File: src/rtl/tmr_alu_sequencer.sv
// Sequences one operation at a time through a triple-modular-redundant ALU:
// holds operands, samples the external voter, retries on no-majority, tracks per-replica faults.
module tmr_alu_sequencer #(
    parameter int DATA_W    = 32,
    parameter int ALU_LAT   = 1,
    parameter int MAX_RETRY = 2,
    parameter int CNT_W     = 8
) (
    input  logic              clock,
    input  logic              reset,
    input  logic              in_valid,
    output logic              in_ready,
    input  logic [4:0]        in_opcode,
    input  logic [DATA_W-1:0] in_a,
    input  logic [DATA_W-1:0] in_b,
    output logic [4:0]        alu_opcode,
    output logic [DATA_W-1:0] alu_a,
    output logic [DATA_W-1:0] alu_b,
    input  logic [DATA_W-1:0] alu_res_a,
    input  logic [DATA_W-1:0] alu_res_b,
    input  logic [DATA_W-1:0] alu_res_c,
    input  logic [DATA_W-1:0] vote_out,
    input  logic              vote_error,
    input  logic              vote_invalid,
    output logic              out_valid,
    input  logic              out_ready,
    output logic [DATA_W-1:0] out_result,
    output logic              out_corrected,
    output logic              out_fault,
    input  logic              cnt_clear,
    output logic [CNT_W-1:0]  err_cnt_a,
    output logic [CNT_W-1:0]  err_cnt_b,
    output logic [CNT_W-1:0]  err_cnt_c
);
    localparam logic [1:0] S_IDLE  = 2'd0;
    localparam logic [1:0] S_ISSUE = 2'd1;
    localparam logic [1:0] S_CHECK = 2'd2;
    localparam logic [1:0] S_RESP  = 2'd3;

    localparam int WAIT_W  = (ALU_LAT < 2) ? 1 : $clog2(ALU_LAT);
    localparam int RETRY_W = (MAX_RETRY < 1) ? 1 : $clog2(MAX_RETRY + 1);

    logic [1:0]         state_q, state_d;
    logic [4:0]         opcode_q, opcode_d;
    logic [DATA_W-1:0]  a_q, a_d, b_q, b_d;
    logic [WAIT_W-1:0]  wait_q, wait_d;
    logic [RETRY_W-1:0] retry_q, retry_d;
    logic [DATA_W-1:0]  result_q, result_d;
    logic               corrected_q, corrected_d;
    logic               fault_q, fault_d;

    always_comb begin
        state_d     = state_q;
        opcode_d    = opcode_q;
        a_d         = a_q;
        b_d         = b_q;
        wait_d      = wait_q;
        retry_d     = retry_q;
        result_d    = result_q;
        corrected_d = corrected_q;
        fault_d     = fault_q;
        case (state_q)
            S_IDLE: begin
                if (in_valid) begin
                    opcode_d = in_opcode;
                    a_d      = in_a;
                    b_d      = in_b;
                    wait_d   = '0;
                    retry_d  = '0;
                    state_d  = S_ISSUE;
                end
            end
            S_ISSUE: begin
                if (wait_q == WAIT_W'(ALU_LAT - 1)) begin
                    state_d = S_CHECK;
                end else begin
                    wait_d = wait_q + WAIT_W'(1);
                end
            end
            S_CHECK: begin
                if (!vote_invalid) begin
                    result_d    = vote_out;
                    corrected_d = vote_error;
                    fault_d     = 1'b0;
                    state_d     = S_RESP;
                end else if (retry_q < RETRY_W'(MAX_RETRY)) begin
                    retry_d = retry_q + RETRY_W'(1);
                    wait_d  = '0;
                    state_d = S_ISSUE;
                end else begin
                    result_d    = vote_out;
                    corrected_d = 1'b0;
                    fault_d     = 1'b1;
                    state_d     = S_RESP;
                end
            end
            default: begin
                if (out_ready) begin
                    state_d = S_IDLE;
                end
            end
        endcase
    end

    always_ff @(posedge clock or posedge reset) begin
        if (reset) begin
            state_q     <= S_IDLE;
            opcode_q    <= '0;
            a_q         <= '0;
            b_q         <= '0;
            wait_q      <= '0;
            retry_q     <= '0;
            result_q    <= '0;
            corrected_q <= 1'b0;
            fault_q     <= 1'b0;
        end else begin
            state_q     <= state_d;
            opcode_q    <= opcode_d;
            a_q         <= a_d;
            b_q         <= b_d;
            wait_q      <= wait_d;
            retry_q     <= retry_d;
            result_q    <= result_d;
            corrected_q <= corrected_d;
            fault_q     <= fault_d;
        end
    end

    // Per-replica disagreement counters; a clear overrides a same-cycle increment.
    logic [DATA_W-1:0] res_arr [3];
    logic [CNT_W-1:0]  cnt_q [3];
    logic [CNT_W-1:0]  cnt_d [3];

    assign res_arr[0] = alu_res_a;
    assign res_arr[1] = alu_res_b;
    assign res_arr[2] = alu_res_c;

    generate
        for (genvar gi = 0; gi < 3; gi++) begin : g_cnt
            logic inc;
            assign inc = (state_q == S_CHECK) && !vote_invalid && (res_arr[gi] != vote_out);

            always_comb begin
                cnt_d[gi] = cnt_q[gi];
                if (cnt_clear) begin
                    cnt_d[gi] = '0;
                end else if (inc && (cnt_q[gi] != {CNT_W{1'b1}})) begin
                    cnt_d[gi] = cnt_q[gi] + CNT_W'(1);
                end
            end

            always_ff @(posedge clock or posedge reset) begin
                if (reset) begin
                    cnt_q[gi] <= '0;
                end else begin
                    cnt_q[gi] <= cnt_d[gi];
                end
            end
        end
    endgenerate

    assign in_ready      = (state_q == S_IDLE);
    assign out_valid     = (state_q == S_RESP);
    assign alu_opcode    = opcode_q;
    assign alu_a         = a_q;
    assign alu_b         = b_q;
    assign out_result    = result_q;
    assign out_corrected = corrected_q;
    assign out_fault     = fault_q;
    assign err_cnt_a     = cnt_q[0];
    assign err_cnt_b     = cnt_q[1];
    assign err_cnt_c     = cnt_q[2];

endmodule
File: config.mk
export PLATFORM = sky130hd
export DESIGN_NAME = tmr_alu_sequencer
export DESIGN_NICKNAME = d
export VERILOG_FILES = /design/src/rtl/tmr_alu_sequencer.sv
export SDC_FILE = /design/constraint.sdc
export NUM_CORES = 1
export LEC_CHECK = 0
export ABC_AREA = 1
export CAP_MARGIN = 20
export CORE_MARGIN = 1
export CORE_UTILIZATION = 41
export CTS_BUF_LIST = sky130_fd_sc_hd__clkbuf_16
export DETAILED_ROUTE_END_ITERATION = 8
export PLACE_DENSITY = 0.89
export SETUP_SLACK_MARGIN = 0.02
export SYNTH_ARGS = -nofsm -noshare
export SYNTH_HDL_FRONTEND = slang
export SYNTH_SLANG_ARGS = --single-unit
File: constraint.sdc
create_clock -name clock -period 4.79 [get_ports clock]
set_input_delay 0.7185 -clock clock [delete_from_list [all_inputs] [get_ports clock]]
set_output_delay 0.7185 -clock clock [all_outputs]
set_load 0.02 [all_outputs]
==> results.yml <==
setup_path:
  slowest_stage: "or2_0"
  cpMostUsedCell: "inv_2"
  crit_chain: "inv_1 -> ha_1 -> inv_2 -> or2_0 -> nand2_4 -> inv_2 -> o21ai_0"
  worstSetupPathType: "reg2reg"
  critPathCaptureType: "register"
  start_kind: "register"
  crit_arrival_ns: 3.02
  cp_data_required_time_ns: 5.04
  path_max_fanout: 42
  max_stage_delay_ns: 0.61
grt:
  grt_pass1_vias: 6497
  grt_usage_pct: 24.0
  antenna_found_initial: 1
  grt_pass1_wl_mm: 32.5
  grt_overflow: 0
  grt_max_degree: 112
clock_network:
  hold_buffers: 0
  root_buffer: "clkbuf_16"
  clk_transition_reported_paths_ns: 0.06
  h-tree-depth: 4
  cts_tree: "built"
  cts.path.max_buffers: 2
  post_cts_buffers: 0
  cts_resized: 0
  numCtsBuffers: 17
  worst_skew_pair.late_latency_ns: 0.41
  clkSinkCount: 131
finish:
  multi_input_area_um2: 3300
  nFillCells: 1309
  layout_commonest_cell: "clkdlybuf4s50_1"
  seqCellArea_um2: 3280
  fin_nets: 1312
  design_area_um2: 11100
  area_growth_syn_to_layout_pct: 60.6
  mostFrequentLayoutCells: "clkdlybuf4s50_1, nand2_1, dfrtp_1, xnor2_1, mux2_2"
  drive_gt1_share_pct: 10.3
routing:
  dr.first_iter.drc_count: 197
  postRouteAntennaNets: 0
  wl_per_cell_um: 15.6
  drc: 0
  routed_wl_mm: 20.8
  dr.pass1.iters: 4
  vias_per_cell: 4.84
  vias: 6459
synth:
  synth-seq-cells: 131
  synth_nets: 976
  synth.distinct_cells: 26
  synth_warnings: 0
  avgSynthCellArea_um2: 9.06
  syn-instance-count: 765
  synth_seq_area_share_pct: 47.3
  synth_area_um2: 6930
floorplan:
  ios: 333
  rows: 47
  die_h_um: 132
  core_um2: 16500
  initial_core_util_pct: 41.9
  die-width_um: 132
  dieArea_um2: 17400
sta:
  worstMarginPinSlew_ns: 0.783
  setup_violations: 0
  rsz0062_at_grt: "no"
  fin_crit_sh_pct: 57.8
  final.min_clock_period_ns: 2.77
  final_max_slew_viol_count: 0
  setup_tns_ns: 0
  fmax_mhz: 361
  timing.slew.headroom_pct: 47.8
  hold_viol: 0
  fin_skew_ns: 0.0128
run_status:
  run_status: "finished, final reports clean"
job:
  drv_cap: 0
place:
  dpl_cell_area_um2: 10500
  portBuffers: 332
  dpl.hpwl_mm: 15.7
  gp_congestion: 0.842
power_and_ir_drop:
  p_per_area_nw_per_um2: 534
  vdd_drop_max_mv: 0.301
  leakage_uw: 0.00507
min_path:
  hold_path.class: "reg2reg"
[Yosys cell counts (all sizes together)]
cell type / count / area share (%)
a21oi: 2 / 0.31
a41oi: 2 / 0.79
buf: 11 / 0.87
clkbuf: 8 / 0.43
dfrtp: 131 / 47
ha: 7 / 1.3
inv: 69 / 3.7
mux2: 69 / 11
nand2: 260 / 15
nand3: 31 / 2.2
nand3b: 2 / 0.22
nand4: 27 / 2.4
nor2: 39 / 2.1
nor3: 2 / 0.14
o211ai: 1 / 0.11
o21a: 1 / 0.11
o21ai: 15 / 1.1
or2: 1 / 0.090
xnor2: 72 / 9.1
xor2: 15 / 1.9
[report_power, final]
group,total (uW),switching (uW),internal [uW]
Combinational,2720,1350,1370
Clock,1380,501,877
Sequential,1840,272,1570
Total,5940,2120,3810
[through the flow]
| stage | util (%) | total power [uW] | cells | setup WS [ns] | hold WS (ns) |
|---|---|---|---|---|---|
| 2_1_floorplan | - | 3200 | 765 | 0.574 | 0.481 |
| 3_3_place_gp | 63.3 | 4460 | 1301 | 1.71 | 0.457 |
| 3_5_place_dp | 63.3 | 4550 | 1301 | 1.65 | 0.463 |
| 4_1_cts | 67.1 | 5980 | 1333 | 1.99 | 0.479 |
| 5_1_grt | 67.3 | 6220 | 1335 | 1.79 | 0.497 |
| 6_report | 67.3 | 5940 | 1335 | 2.02 | 0.475 |
[sequential cells by signal, summed over array words and instances (netlist names)]
signal and flops:
out_fault 1, retry_q 2, err_cnt_c 8, alu_a 32
out_corrected 1, alu_b 32, err_cnt_b 8, state_q 2
out_result 32, err_cnt_a 8, alu_opcode 5
[cells by family after synthesis]
logic type / Yosys count / synth area share, %
buffers and inverters: 88 / 5.04
XOR/XNOR: 87 / 11.0
multiplexers: 69 / 11.2
AO/OA/AOI/OAI: 21 / 2.40
AND/OR/NAND/NOR: 362 / 21.8
adder cells (fa/ha/maj): 7 / 1.26
flip-flops: 131 / 47.3
[area by class of cell]
cell class,count,share of cell area [%]
antenna,1,0.0225
clock buffer,17,3.82
clock inverter,15,1.83
inverter,69,2.37
multi-input combinational,546,29.7
sequential,131,29.5
tap,220,2.47
timing repair buffer,336,30.3
[critical path: cells and delay by family, from the launching register on]
kind | cells | cell delay (ns)
AOI/OAI and AO/OA | 1 | 0.18
adders and majority gates | 1 | 0.26
buffers and inverters | 3 | 0.78
DFF | 1 | 0.40
and+or+nand+nor | 2 | 0.97
[layer usage]
layer | part of all wire, % | routed length [um] | vias up | GRT usage (%)
met2 | 53 | 11000 | 278 | 44.4
li1 | - | - | 3104 | -
met1 | 36 | 7540 | 3026 | 24.6
met3 | 6.6 | 1370 | 51 | 6.15
met4 | 4.1 | 850 | 0 | 13.5
met5 | 0 | 0 | - | 0
[path summary, 6_finish.rpt]
kind                           startpoint              to  slack, ns  cells after the start
hold reg to reg            out_result[22]  out_result[22]       0.47                      2
min in group asynchronous           reset       alu_b[13]       0.58                      2
setup / recovery               state_q[0]  out_result[20]       2.02                      7
setup reg to reg               state_q[0]  out_result[20]       2.02                      7
hold / removal             out_result[22]  out_result[22]       0.47                      2
max in group asynchronous           reset  out_result[16]       3.21                      4
(Power assumes the default switching activity.)
